## src/rtl/store_buffer.sv

```systemverilog
// store_buffer: in-order store FIFO ahead of data memory, youngest-match load forwarding.
// Optional store coalescing into the youngest entry: define STORE_COALESCE_EN.
module store_buffer #(
  parameter int DEPTH = 4,
  parameter int AW    = 8,
  parameter int DW    = 16
) (
  input  logic                     clk,
  input  logic                     rst,
  input  logic                     st_valid,
  input  logic [AW-1:0]            st_addr,
  input  logic [DW-1:0]            st_data,
  output logic                     st_ready,
  input  logic [AW-1:0]            ld_addr,
  output logic                     ld_hit,
  output logic [DW-1:0]            ld_data,
  input  logic                     mem_busy,
  output logic                     mem_dwe,
  output logic [AW-1:0]            mem_addr,
  output logic [DW-1:0]            mem_wdata,
  output logic                     empty,
  output logic [$clog2(DEPTH):0]   count
);

  localparam int PW = $clog2(DEPTH);
  localparam int CW = PW + 1;

  logic [AW-1:0] r_addr [DEPTH];
  logic [DW-1:0] r_data [DEPTH];
  logic [PW-1:0] r_head;
  logic [PW-1:0] r_tail;
  logic [CW-1:0] r_count;

  logic          w_empty;
  logic          w_full;
  logic          w_push;
  logic          w_pop;
  logic          w_coal;
  logic [PW-1:0] w_young;
  logic [PW-1:0] w_idx;
  logic          w_hit;
  logic [DW-1:0] w_ld;

  assign w_empty = (r_count == '0);
  assign w_full  = (r_count == CW'(DEPTH));
  assign w_young = r_tail - PW'(1);
  assign w_pop   = !w_empty && !mem_busy;

`ifdef STORE_COALESCE_EN
  // The youngest entry may absorb a same-address store unless it leaves now.
  assign w_coal = st_valid && !w_empty &&
                  (st_addr == r_addr[w_young]) &&
                  (!w_pop || (r_count > CW'(1)));
`else
  assign w_coal = 1'b0;
`endif

  assign st_ready = w_coal || !w_full;
  assign w_push   = st_valid && st_ready && !w_coal;

  // Head/tail pointers and occupancy; reset discards pending stores.
  always_ff @(posedge clk or negedge rst) begin
    if (!rst) begin
      r_head  <= '0;
      r_tail  <= '0;
      r_count <= '0;
    end else begin
      if (w_push) r_tail <= r_tail + PW'(1);
      if (w_pop)  r_head <= r_head + PW'(1);
      r_count <= r_count + {{PW{1'b0}}, w_push}
                         - {{PW{1'b0}}, w_pop};
    end
  end

  // Entry payload; contents are only meaningful under count.
  always_ff @(posedge clk) begin
    if (w_push) begin
      r_addr[r_tail] <= st_addr;
      r_data[r_tail] <= st_data;
    end else if (w_coal) begin
      r_data[w_young] <= st_data;
    end
  end

  // Scan oldest to youngest so the last match is the youngest store.
  always_comb begin
    w_hit = 1'b0;
    w_ld  = '0;
    w_idx = '0;
    for (int i = 0; i < DEPTH; i++) begin
      w_idx = r_head + PW'(i);
      if ((CW'(i) < r_count) && (r_addr[w_idx] == ld_addr)) begin
        w_hit = 1'b1;
        w_ld  = r_data[w_idx];
      end
    end
  end

  assign ld_hit    = w_hit;
  assign ld_data   = w_ld;
  assign mem_dwe   = w_pop;
  assign mem_addr  = w_empty ? '0 : r_addr[r_head];
  assign mem_wdata = w_empty ? '0 : r_data[r_head];
  assign empty     = w_empty;
  assign count     = r_count;

endmodule

```

## config.mk

```make
export PLATFORM = sky130hd
export DESIGN_NAME = store_buffer
export DESIGN_NICKNAME = d
export VERILOG_FILES = /design/src/rtl/store_buffer.sv
export SDC_FILE = /design/constraint.sdc
export NUM_CORES = 1
export LEC_CHECK = 0
export CORE_MARGIN = 2
export CORE_UTILIZATION = 35
export CTS_BUF_LIST = sky130_fd_sc_hd__clkbuf_8 sky130_fd_sc_hd__clkbuf_16
export DETAILED_ROUTE_END_ITERATION = 8
export GPL_TIMING_DRIVEN = 0
export PLACE_DENSITY = 0.63
export SKIP_CTS_REPAIR_TIMING = 1
export SYNTH_ARGS = -nofsm -noshare
export SYNTH_HDL_FRONTEND = slang
export SYNTH_SLANG_ARGS = --single-unit
export TNS_END_PERCENT = 100
```

## constraint.sdc

```tcl
create_clock -name clk -period 3.8 [get_ports clk]
set_input_delay 0.57 -clock clk [delete_from_list [all_inputs] [get_ports clk]]
set_output_delay 0.57 -clock clk [all_outputs]
set_load 0.05 [all_outputs]
```

**Yosys cells after proc, flatten, opt, wreduce, memory -nomap -nowiden**

Memories as Yosys holds them, arrays and structs flattened.
Index checks and enable logic that the tools add are counted.

- Bits in registers: 7
- Bits in writable memories: 96
- Input bits: 36
- Output and inout port bits: 47
- Word-level logic and storage cells: 42
- Memories: 2

Memories:

| memory | words | bits a word | read ports | clocked after Yosys merged registers in | write ports | line | RTL |
|---|---|---|---|---|---|---|---|
| r_data | 4 | 16 | 4 | 0 | 1 | 29 | `logic [DW-1:0] r_data [DEPTH];` |
| r_addr | 4 | 8 | 4 | 0 | 1 | 28 | `logic [AW-1:0] r_addr [DEPTH];` |

- Add/subtract/negate cells: 6
- Order comparisons: 4
- Eq/ne operators: 5
- Mux-type cells: 12
- Reductions and logical operators: 10

Operator list:

| operator | number |
|---|---|
| 16-bit 2-to-1 mux | 5 |
| 8-bit equality test | 4 |
| 8-bit 2-to-1 mux | 1 |
| 1-bit logical AND | 6 |
| 1-bit by 3-bit < comparator with 1-bit output, first input constant | 2 |
| 2-bit by 3-bit < comparator with 1-bit output, first input constant | 2 |
| 1-bit 2-to-1 mux | 6 |
| 2-bit by 1-bit adder with 2-bit output, second input constant | 2 |
| 2-bit adder, second input constant | 2 |
| 3-bit by 1-bit adder with 3-bit output | 1 |
| 3-bit equality test, second input constant | 1 |
| 1-bit logical NOT | 3 |
| 3-bit logical NOT | 1 |
| 3-bit by 1-bit subtractor with 3-bit output | 1 |

**Depth between registers and ports, before layout**

Gate-level depths: netlist of the first run.
An unclocked memory read counts as a cell.

- Word-level depth: 7
- Gate-level depth with buffers: 12
- Mapped depth without buffers: 9

**Worst setup path after synthesis of the first run**

OpenSTA, ideal clock, no wires.

- Path type: reg-to-output
- Start point: reg r_count[1], in the netlist count[1]
- End point: out ld_data[14]
- Data arrival time: 3.869 ns
- Data required time: 3.230 ns
- Path slack: -0.639 ns
- Cell stages (with the launch flop): 12
- Buffers on the path: 2
- Path through: dfrtp_1 -> inv_1 -> ha_1 -> or3b_2 -> mux2i_1 -> o2111ai_1 -> or2_1 -> buf_2 -> buf_2 -> o21ai_0 -> a21oi_1 -> o32ai_1

- Longest elaborated chain between the ends: 6
- Elaborated cells between the ends (all ways): 12
- Classes of those cells: 4 x order compare; 4 x mux; 4 x reduce/logical

Ends and longest elaborated chain:

| what | line | RTL |
|---|---|---|
| start: declaration | 32 | `logic [CW-1:0] r_count;` |
| start signal: assignment | 70 | `r_count <= r_count + {{PW{1'b0}}, w_push}` |
| 1-bit by 3-bit < comparator with 1-bit output | 92 | `if ((CW'(i) < r_count) && (r_addr[w_idx] == ld_addr)) begin` |
| 1-bit logical AND | 92 |  |
| 16-bit 2-to-1 mux (3 in series) | 92 |  |
| 16-bit 2-to-1 mux * | 92 |  |
| end: declaration | 16 | `output logic [DW-1:0] ld_data,` |

Mark *: on every way between the ends. The rest lies on a longest branch, timed or not.

**Final worst setup path of the first run**

- Start point: reg r_head[0]
- End point: out ld_data[5]

- Longest elaborated chain between the ends: 7
- Elaborated cells between the ends (all ways): 17
- Classes of those cells: 3 x add/sub; 4 x eq/ne; 4 x mux; 4 x reduce/logical; 2 x memory

Ends and longest elaborated chain:

| what | line | RTL |
|---|---|---|
| start: declaration | 30 | `logic [PW-1:0] r_head;` |
| start signal: assignment | 69 | `if (w_pop) r_head <= r_head + PW'(1);` |
| 2-bit by 1-bit adder with 2-bit output or memory 4 x 8 bit (tied branches) | - |  |
| memory 4 x 8 bit or 8-bit equality test (tied branches) | - |  |
| 8-bit equality test or 1-bit logical AND (tied branches) | 92 |  |
| 1-bit logical AND or 16-bit 2-to-1 mux (tied branches) | 92 |  |
| 16-bit 2-to-1 mux (2 in series) | 92 |  |
| 16-bit 2-to-1 mux * | 92 |  |

Marks and branches as above.

==> summary.md, run 1 <==
| Metric | Value |
|---|---|
| Result of the run | finished with violations |
| Violated checks | setup timing |
| Share of the cycle needed by the critical path after routing | 106% |
| Total nets after synthesis | 621 |
| Final Core Density | 49.0% |
| Area post-placement | 8390 µm² |
| Average vias per placed instance | 5.99 |
| Critical Path Fanout Max | 6 |
| Cell count after synthesis | 576 |
| Final HPWL DP | 14900 µm |
| Worst setup skew after layout | 0.00549 ns |
| Sequential fraction of design power | 19.6% |
| Worst-Margin Slew | 0.786 ns |
| Initial Utilization | 35.4% |
| Number of placement rows | 52 |
| Critical Path End Type | output pin |
| Count of yosys warnings during synthesis | 0 |
| Data arrival time of the critical path | 3.46 ns |
| Max-cap viol count | 0 |
| Ratio of cells with drive above 1 in the final layout | 40.6% |
| GR Overflow Total | 0 |
| GRT Util Overall | 20.4% |
| Switching power total | 4.17 mW |
| Most common cell after layout, fill and taps aside | edfxtp_1 |
| Setup slack of the critical path after layout | -0.231 ns |
| Placed Instances | 925 |
| Relative slew margins | 47.6% |
| Combinational power share | 68.8% |
| Growth of design area from synthesis to finish | 38.3% |
| Residual antenna-violating net count after detailed routing | 0 |
| Pin count of the biggest net entering global routing | 25 |
| First-pass GRT wire length | 33300 µm |
| R2R depth | 8 |
| H-tree levels | 3 |
| Cell internal power dissipation | 4.45 mW |
| Synthesized area divided by synthesized cell count | 12.3 µm² |
| Unrepaired setup endpoints after global routing | true |
| CTS tree | done |
| Path type of the worst setup path | register to output pin |
| Iteration count of the initial detailed-routing pass | 5 |
| Overall via count from detail_route | 5880 |
| Post-synthesis sequential element count | 103 |
| Count of input and output buffers | 79 |
| Crit start category | register |
| Top FF cell, synth | edfxtp_1 |
| Library cells used by synthesis | 54 |
| Power density relative to cell area | 879 nW/µm² |
| Final total power | 8.62 mW |
| Total standard cell area after synthesis | 7090 µm² |
| Largest vdd supply drop | 643 µV |
| Die width | 146 µm |
| Die outline area | 21400 µm² |
| Wire length reported by the detailed router | 23300 µm |
| Sinks on Clock Net | 103 |
| Number of global-route vias before repair | 5839 |
| Worst-skew pair later-pin latency | 0.36 ns |
| Data required, critical path | 3.23 ns |
| Path type of the worst min-delay path | primary input to async pin |
| Maximum clock frequency | 248 MHz |
| # DRC | 0 |
| Buffer levels on the longest clock path | 2 |
| Post-layout minimum cycle time | 4.03 ns |
| Number of antenna violations at the first check in global routing | 0 |
| Highest-count cells in the layout ignoring fill and taps | edfxtp_1, mux2i_1, clkdlybuf4s50_1 |
| Sequential element share of the synthesized area | 43.1% |
| Number of synthesized flops with an enable pin | 96 |
| Wirelength per Cell | 23.7 µm |
| Share of total power consumed by net switching | 48.4% |
| Final Net Count | 752 |
| CTS Root Buffer Type | clkbuf_16 |
| Core Footprint | 20000 µm² |
| Overall die height | 146 µm |
| Area of all placed cells without fillers | 9810 µm² |
| Diode count | 0 |
| Boundary Pins | 83 |
| Number of violations reported at the end of detailed-routing iteration 0 | 484 |
| Final Hold Vio Count | 0 |
| Ys async rst share | 6.80% |
| Final setup violation count | 17 |
| Layout Cells excl Fill | 981 |
| Cts bufs inserted | 9 |
| Clock group share of total power | 11.6% |
| Final total negative setup slack | -2.41 ns |
| Max-slew violation count | 0 |
| Cell leakage power | 3.57 nW |
| Routability-driven placement congestion ratio | 0.873 |
| Clock-pin slew of the registers on the worst-case setup and hold paths | 0.06 ns |
## cell families (layout without fill, tap and decap cells)
family / after synthesis / count (layout) / synth area share, %
AOI/OAI and AO/OA: 110 / 110 / 11.5
xor gates and xnor gates: 38 / 38 / 4.69
DFF: 103 / 103 / 43.1
buffers and inverters: 63 / 198 / 4.50
and+or+nand+nor: 138 / 138 / 10.7
adders and majority gates: 9 / 9 / 1.69
muxes: 115 / 115 / 23.8
## metrics by stage
stage | hold slack, ns | setup WS, ns
after CTS | 0.487 | -1.57
after detailed placement | 0.564 | -1.18
final | 0.478 | -0.231
after floorplan | 0.274 | -0.217
after global routing | 0.501 | -0.321
after global placement | 0.551 | -1.12
## area by class of cell
type                       count  area, µm²
buffer                        49        430
clock buffer                   9        225
clock inverter                 6       86.3
fill                        1751      10200
inverter                      13       48.8
multi-input combinational    410       4430
sequential                   103       3060
tap                          270        338
timing repair buffer         121       1190
## flip-flops by register name, summed over array words and instances, names as in the netlist
name,cells
count,3
r_data,64
r_head,2
r_addr,32
r_tail,2
## path summary, 6_finish.rpt
check                                from         end  slack (ns)
min in group clk                 count[0]    count[0]        0.60
worst min-delay path                  rst    count[2]        0.48
max in group asynchronous             rst   r_head[0]        3.05
worst min register to register   count[0]    count[0]        0.60
worst max register to register   count[1]    count[2]        1.20
worst max-delay path            r_head[0]  ld_data[5]       -0.23
## cells in the mapped netlist (3+ instances only)
master	n	share of area, %
edfxtp_1	96	41
mux2i_1	56	7.9
mux4_2	41	13
nor2_1	33	1.7
nor3_1	30	2.1
xnor2_1	22	2.7
clkbuf_1	20	1.1
nand2_1	19	1.0
mux2_2	18	2.9
o21ai_0	17	1.2
a211oi_1	16	1.7
xor2_1	16	2.0
a21oi_1	15	1.1
buf_2	15	1.1
inv_1	13	0.69
nor2b_1	13	1.1
nand3b_1	10	1.1
nor3b_1	10	1.1
a22oi_1	8	0.85
ha_1	8	1.4
o2111ai_1	8	0.99
o21a_1	8	0.85
o311a_1	8	1.1
o32ai_1	8	0.99
buf_4	7	0.74
dfrtp_1	7	2.5
buf_6	5	0.79
o22ai_1	5	0.44
and3_1	4	0.35
o31ai_1	4	0.42
o31ai_2	4	0.71
buf_1	3	0.16
nand3_1	3	0.21
o22a_1	3	0.37
## metal layers
metal	global-route usage [%]	vias to the layer above	wire [µm]
met3	3.19	73	1450
li1	-	2537	-
met4	11.4	0	966
met1	25.5	2943	9430
met5	0	-	0
met2	33.8	327	11400
## power groups by stage
stage / Combinational [mW] / Clock [mW] / Sequential (mW)
2_1_floorplan: 3.70 / 0 / 1.70
3_3_place_gp: 5.10 / 0 / 1.69
3_5_place_dp: 5.18 / 0 / 1.70
4_1_cts: 5.19 / 0.999 / 1.68
5_1_grt: 6.22 / 1.04 / 1.71
6_report: 5.94 / 1.00 / 1.69
## critical path, stage by stage (launching register included)
cell	delay (ns)
dfrtp_2	0.40
buf_6	0.12
clkbuf_16	0.14
mux4_2	0.53
xnor2_2	0.14
nand4_1	0.21
buf_4	0.21
or2_4	0.26
buf_12	0.15
buf_4	0.13
mux2i_1	0.15
o2111ai_1	0.19
o31ai_4	0.27
buf_6	0.20
Power figures use the tool's default switching activity.
==> run 2: changes to the inputs <==
--- a/config.mk
+++ b/config.mk
@@ -15,4 +15,4 @@
 export SYNTH_ARGS = -nofsm -noshare
 export SYNTH_HDL_FRONTEND = slang
 export SYNTH_SLANG_ARGS = --single-unit
-export TNS_END_PERCENT = 100
+export TNS_END_PERCENT = 5
==> run 2 against run 1 <==
  * Combinational power decreased by 11%
  * Clock power about the same
  * Largest cell class unchanged
  * Critical path type unchanged
  * Clock skew increased by 0.0033 ns
  * Design area decreased by 8.6%
  * The flow still finishes with violations (setup timing)
  * Hold slack about the same
  * Largest power group unchanged
  * Fmax about the same
  * Critical endpoint is now ld_data[15]
  * Utilization decreased by 4.2 points
  * Critical path depth decreased by 1
  * Cell count decreased by 2.9%
  * Power decreased by 7.1%
  * Register-to-register slack improved by 0.09 ns
==> summary.md, run 2 (synthesized netlist as in run 1, its figures left out) <==
| Metric | Value |
|---|---|
| Result of the run | finished with violations |
| Violated checks | setup timing |
| Die width | 146 µm (unchanged) |
| H-tree levels | 3 (unchanged) |
| CTS tree | done |
| Maximum clock frequency | 248 MHz (about the same) |
| Wirelength per Cell | 23.2 µm (-2.0%) |
| Number of global-route vias before repair | 5731 (-1.8%) |
| Post-Place Worst Slack | -0.995 ns (+0.183 ns) |
| Worst-Margin Slew | 0.806 ns (+0.0203 ns) |
| Post-layout minimum cycle time | 4.03 ns (-0.00284 ns) |
| Cell leakage power | 3.24 nW (-9.3%) |
| Final HPWL DP | 14900 µm (+0.49%) |
| Residual antenna-violating net count after detailed routing | 0 (unchanged) |
| Max-slew violation count | 0 (unchanged) |
| Ratio of cells with drive above 1 in the final layout | 29.6% (-11 points) |
| Cell internal power dissipation | 4.12 mW (-7.5%) |
| Iteration count of the initial detailed-routing pass | 7 (+2) |
| Die outline area | 21400 µm² (unchanged) |
| Number of antenna violations at the first check in global routing | 1 (+1) |
| # DRC | 0 (unchanged) |
| Core Footprint | 20000 µm² (unchanged) |
| Final Net Count | 723 (-3.9%) |
| Path type of the worst setup path | register to output pin |
| Wire length reported by the detailed router | 22100 µm (-4.8%) |
| Worst-skew pair later-pin latency | 0.37 ns (about the same) |
| Data arrival time of the critical path | 3.46 ns (about the same) |
| Path type of the worst min-delay path | primary input to async pin |
| Share of total power consumed by net switching | 48.6% (+0.21 points) |
| Overall die height | 146 µm (unchanged) |
| Area of all placed cells without fillers | 8970 µm² (-8.6%) |
| Final total power | 8.01 mW (-7.1%) |
| Highest-count cells in the layout ignoring fill and taps | edfxtp_1, mux2i_1, clkdlybuf4s50_1 |
| GRT Util Overall | 20.2% (-0.17 points) |
| Max-cap viol count | 0 (unchanged) |
| Unrepaired setup endpoints after global routing | true |
| Cts bufs inserted | 9 (unchanged) |
| Largest vdd supply drop | 408 µV (-36%) |
| Critical Path End Type | output pin |
| Pin count of the biggest net entering global routing | 25 (unchanged) |
| Most common cell after layout, fill and taps aside | edfxtp_1 |
| Initial Utilization | 35.4% (unchanged) |
| Growth of design area from synthesis to finish | 26.5% |
| Boundary Pins | 83 (unchanged) |
| Number of placement rows | 52 (unchanged) |
| Crit start category | register |
| Worst setup skew after layout | 0.00880 ns (+0.00331 ns) |
| Number of violations reported at the end of detailed-routing iteration 0 | 825 (+70%) |
| Final setup violation count | 16 (-1) |
| Overall via count from detail_route | 5666 (-3.6%) |
| Sequential fraction of design power | 21.1% (+1.5 points) |
| Flip-flop count of the largest register after layout | 64 (unchanged) |
| Combinational power share | 66.2% (-2.6 points) |
| Final hold slack | 0.478 ns (-0.0000500 ns) |
| CTS Root Buffer Type | clkbuf_16 |
| Sinks on Clock Net | 103 (unchanged) |
| Share of the cycle needed by the critical path after routing | 106% (about the same) |
| GR Overflow Total | 0 (unchanged) |
| Data required, critical path | 3.23 ns (about the same) |
| Area taken by multi-input logic gates | 3970 µm² (-10%) |
| Largest register by flop count | r_data |
| Clock-pin slew of the registers on the worst-case setup and hold paths | 0.07 ns (about the same) |
| Clock group share of total power | 12.7% (+1.1 points) |
| Final Hold Vio Count | 0 (unchanged) |
| Area post-placement | 8310 µm² (-0.94%) |
| Count of input and output buffers | 79 (unchanged) |
| Setup slack of the critical path after layout | -0.228 ns (+0.00284 ns) |
| Power density relative to cell area | 893 nW/µm² (+1.6%) |
| Relative slew margins | 46.3% (-1.4 points) |
| Buffer levels on the longest clock path | 2 (unchanged) |
| Diode count | 0 (unchanged) |
| Switching power total | 3.89 mW (-6.7%) |
| Critical Path Fanout Max | 10 (+4) |
| Fillers | 1879 (+7.3%) |
| First-pass GRT wire length | 33000 µm (-0.83%) |
| Average vias per placed instance | 5.95 (-0.81%) |
| Register Area | 3060 µm² (about the same) |
| Routability-driven placement congestion ratio | 0.880 (+0.86%) |
run 2: cell count changes in the layout (fill, tap and decap cells not counted), sizes merged:
| cell | change |
|---|---|
| buf | -28 |
| clkbuf | -1 |
| inv | +5 |
| clkinv | -4 |
run 2: final cells by class:
cell class              count  share of cell area (%)
multi-input cells         410                    44.2
well taps                 270                    3.77
inverters                  13                   0.544
clock buffers               9                    2.51
flip-flops and latches    103                    34.1
clock inverters             7                    1.07
plain buffers              50                    4.18
repair buffers             91                    9.58
run 2: worst paths after layout:
kind                          endpoint     start  slack [ns]  depth (start not counted)
max in group asynchronous    r_head[1]       rst        3.05                          1
min reg2reg                   count[0]  count[0]        0.63                          1
min in group clk              count[0]  count[0]        0.63                          1
max                        ld_data[15]  count[1]       -0.23                         12
max reg2reg                   count[2]  count[0]        1.29                          7
min                           count[2]       rst        0.48                          1
run 2: power by group through the flow:
stage               logic (mW)  clock network, mW  registers (mW)
floorplan                 3.61                  0            1.70
global placement          5.02                  0            1.69
detailed placement        5.11                  0            1.70
CTS                       5.12               1.03            1.68
global route              5.57               1.08            1.71
finish                    5.31               1.02            1.69
run 2: per-layer routing:
| layer | vias up | routed length [µm] | track usage [%] |
|---|---|---|---|
| met1 | 2844 | 8950 | 25.6 |
| li1 | 2472 | - | - |
| met5 | - | 0 | 0 |
| met4 | 0 | 783 | 8.88 |
| met3 | 50 | 1460 | 3.56 |
| met2 | 300 | 10900 | 34.0 |
run 2: stage by stage:
stage | TNS (ns) | std cells | util, %
after floorplan | -2.75 | 576 | -
after global placement | -24.12 | 925 | 41.4
after detailed placement | -25.56 | 925 | 41.5
after CTS | -39.74 | 941 | 43.1
after global routing | -4.30 | 953 | 44.8
final | -2.25 | 953 | 44.8
run 2: worst max-delay path: stages, from the launching register on:
cell       delay (ns)
dfrtp_1          0.42
inv_1            0.12
ha_2             0.24
or3b_2           0.49
mux2i_4          0.19
o2111ai_4        0.17
or2_1            0.25
buf_2            0.15
buf_2            0.21
nand3_1          0.13
nand4_1          0.17
o31ai_4          0.37
buf_6            0.21
==> run 3: changes to the inputs <==
--- a/config.mk
+++ b/config.mk
@@ -5,6 +5,7 @@
 export SDC_FILE = /design/constraint.sdc
 export NUM_CORES = 1
 export LEC_CHECK = 0
+export ABC_AREA = 1
 export CORE_MARGIN = 2
 export CORE_UTILIZATION = 35
 export CTS_BUF_LIST = sky130_fd_sc_hd__clkbuf_8 sky130_fd_sc_hd__clkbuf_16
==> run 3 against run 2 <==
  * Cell count grew 45%
  * Via count up 20%
  * Highest routed layer unchanged
  * Critical path depth shrank 3
  * Non-clock buffer count down 2
  * The flow now finishes without violations
  * Hold slack got worse by 0.0046 ns
==> summary.md, run 3 <==
| Metric | Value |
|---|---|
| Pin count of the biggest net entering global routing | 25 (unchanged) |
| Most common cell after layout, fill and taps aside | nand2_1 |
| Average vias per placed instance | 4.91 (-17%) |
| Data arrival time of the critical path | 3.04 ns (-0.42 ns) |
| Final Core Density | 42.8% (-2.0 points) |
| Number of global-route vias before repair | 6192 (+8.0%) |
| Fillers | 2091 (+11%) |
| # DRC | 0 (unchanged) |
| Switching power total | 4.53 mW (+16%) |
| Initial Utilization | 35.7% (+0.34 points) |
| Overall via count from detail_route | 6785 (+20%) |
| Final Hold Vio Count | 0 (unchanged) |
| H-tree levels | 3 (unchanged) |
| Power density relative to cell area | 936 nW/µm² (+4.8%) |
| Top FF cell, synth | edfxtp_1 |
| Critical Path Fanout Max | 10 (unchanged) |
| Boundary Pins | 83 (unchanged) |
| Sinks on Clock Net | 103 (unchanged) |
| Path type of the worst setup path | register to output pin |
| Cell leakage power | 3.95 nW (+22%) |
| Ratio of cells with drive above 1 in the final layout | 9.27% (-20 points) |
| Clock-pin slew of the registers on the worst-case setup and hold paths | 0.07 ns (about the same) |
| Max-cap viol count | 0 (unchanged) |
| CTS Root Buffer Type | clkbuf_16 |
| Number of violations reported at the end of detailed-routing iteration 0 | 805 (-2.4%) |
| Total nets after synthesis | 1060 (+71%) |
| Sequential fraction of design power | 20.2% (-0.9 points) |
| Growth of design area from synthesis to finish | 19.7% |
| Worst-Margin Slew | 0.921 ns (+0.115 ns) |
| Iteration count of the initial detailed-routing pass | 6 (-1) |
| Largest vdd supply drop | 360 µV (-12%) |
| Final hold slack | 0.474 ns (-0.00463 ns) |
| Final HPWL DP | 17200 µm (+15%) |
| Result of the run | finished clean |
| Wirelength per Cell | 15.9 µm (-31%) |
| Data required, critical path | 3.23 ns (about the same) |
| Share of total power consumed by net switching | 55.9% (+7.3 points) |
| Synthesized area divided by synthesized cell count | 7.13 µm² (-42%) |
| Number of synthesized flops with an enable pin | 96 (unchanged) |
| Path type of the worst min-delay path | primary input to async pin |
| Highest-count cells in the layout ignoring fill and taps | nand2_1, o21ai_0, edfxtp_1 |
| Overall die height | 148 µm (+0.95%) |
| Routability-driven placement congestion ratio | 0.915 (+4.0%) |
| Buffer levels on the longest clock path | 2 (unchanged) |
| Die width | 148 µm (+0.95%) |
| Combinational power share | 68.1% (+1.9 points) |
| Cts bufs inserted | 9 (unchanged) |
| Sequential element share of the synthesized area | 42.3% (-0.83 points) |
| Count of yosys warnings during synthesis | 0 (unchanged) |
| Post-layout minimum cycle time | 3.61 ns (-0.417 ns) |
| Final total negative setup slack | 0 ns (+2.25 ns) |
| Max-slew violation count | 0 (unchanged) |
| Area post-placement | 8400 µm² (+1.1%) |
| Total standard cell area after synthesis | 7230 µm² (+2.0%) |
| Area fraction of the dominant cell type after synthesis | 39.9% (-0.78 points) |
| Post-synthesis sequential element count | 103 (unchanged) |
| Cell internal power dissipation | 3.57 mW (-13%) |
| Crit start category | register |
| Final setup violation count | 0 (-16) |
| Count of input and output buffers | 80 (+1.3%) |
| Die outline area | 21800 µm² (+1.9%) |
| Area of all placed cells without fillers | 8660 µm² (-3.5%) |
| GRT Util Overall | 20.3% (+0.15 points) |
| Cell count after synthesis | 1015 (+76%) |
| Diode count | 0 (unchanged) |
| Flip-flop count of the largest register after layout | 64 (unchanged) |
| CTS tree | done |
| Number of placement rows | 52 (unchanged) |
| Worst setup skew after layout | 0.0118 ns (+0.00303 ns) |
| Unrepaired setup endpoints after global routing | true |
| Final Net Count | 1151 (+59%) |
| Yosys top cell by area | edfxtp_1 |
| Library cells used by synthesis | 30 (-44%) |
| Core Footprint | 20200 µm² (+0.97%) |
| Residual antenna-violating net count after detailed routing | 0 (unchanged) |
| Synth top area cells | edfxtp_1, nand2_1, o21ai_0, nand3_1, inv_1 |
| Most used standard cell by instance count after synthesis | nand2_1 |
| GR Overflow Total | 0 (unchanged) |
| Number of antenna violations at the first check in global routing | 0 (-1) |
| Share of the cycle needed by the critical path after routing | 95.0% (-11 points) |
| Clock group share of total power | 11.7% (-1.0 points) |
| Wire length reported by the detailed router | 22000 µm (-0.62%) |
| Largest register by flop count | r_data |
| Worst-skew pair later-pin latency | 0.37 ns (about the same) |
| Relative slew margins | 38.5% (-7.8 points) |
| Critical Path End Type | output pin |
| Maximum clock frequency | 277 MHz (+12%) |
| First-pass GRT wire length | 34200 µm (+3.6%) |
| Most common library cells after synthesis | nand2_1, o21ai_0, edfxtp_1 |
| Ys async rst share | 6.80% (unchanged) |
-- run 3: logic make-up (layout without fill, tap and decap cells) --
family          after synthesis  in the layout  share of synthesized area (%)
flops                       103            103                           42.3
buf+inv                     155            251                           10.1
compound gates              154            154                           10.8
xor+xnor                     11             11                           1.33
fa+ha+maj                     9              9                           1.66
simple gates                583            583                           33.9
-- run 3: layer usage --
layer | wire [µm] | GRT usage, % | part of all wire [%] | up-vias
li1 | - | - | - | 3476
met1 | 10700 | 30.6 | 49 | 3054
met2 | 9400 | 30.4 | 43 | 229
met3 | 1500 | 2.59 | 6.8 | 26
met4 | 388 | 6.20 | 1.8 | 0
met5 | 0 | 0 | 0 | -
-- run 3: critical path: stages (launching register included) --
cell             delay [ns]
dfrtp_1                0.46
buf_6                  0.19
buf_6                  0.16
buf_2                  0.21
buf_2                  0.23
o21ai_0                0.20
nand2_1                0.10
o21ai_0                0.19
nor2_1                 0.14
clkdlybuf4s50_1        0.81
-- run 3: worst paths after layout --
check                          start            to  slack, ns  cells past startpoint
max                        r_head[0]  mem_wdata[7]       0.19                      9
min                              rst      count[0]       0.47                      1
max reg2reg                 count[0]      count[2]       1.17                      7
min reg2reg                r_tail[1]     r_tail[1]       0.60                      2
max in group asynchronous        rst      count[1]       3.07                      1
min in group clk           r_tail[1]     r_tail[1]       0.60                      2
-- run 3: final cells by class --
| class | count | area (µm²) | share of cell area [%] |
|---|---|---|---|
| plain buffers | 59 | 367 | 4.23 |
| clock buffers | 9 | 225 | 2.60 |
| clock inverters | 7 | 83.8 | 0.968 |
| inverters | 96 | 360 | 4.16 |
| multi-input cells | 757 | 3480 | 40.2 |
| flip-flops and latches | 103 | 3060 | 35.3 |
| well taps | 270 | 338 | 3.90 |
| repair buffers | 80 | 743 | 8.59 |
-- run 3: metrics by stage --
stage | power [mW] | setup slack [ns] | cells
finish | 8.10 | 0.189 | 1381
global route | 8.70 | -0.0509 | 1381
CTS | 8.09 | -0.253 | 1381
detailed placement | 7.13 | 0.00408 | 1365
global placement | 7.07 | 0.0191 | 1365
floorplan | 5.44 | 0.735 | 1015
-- run 3: power by group through the flow --
stage / clock network [mW] / logic (mW) / registers, mW
global placement: 0 / 5.41 / 1.67
detailed placement: 0 / 5.47 / 1.66
global route: 1.01 / 6.03 / 1.66
finish: 0.947 / 5.52 / 1.64
CTS: 0.966 / 5.49 / 1.63
floorplan: 0 / 3.76 / 1.68
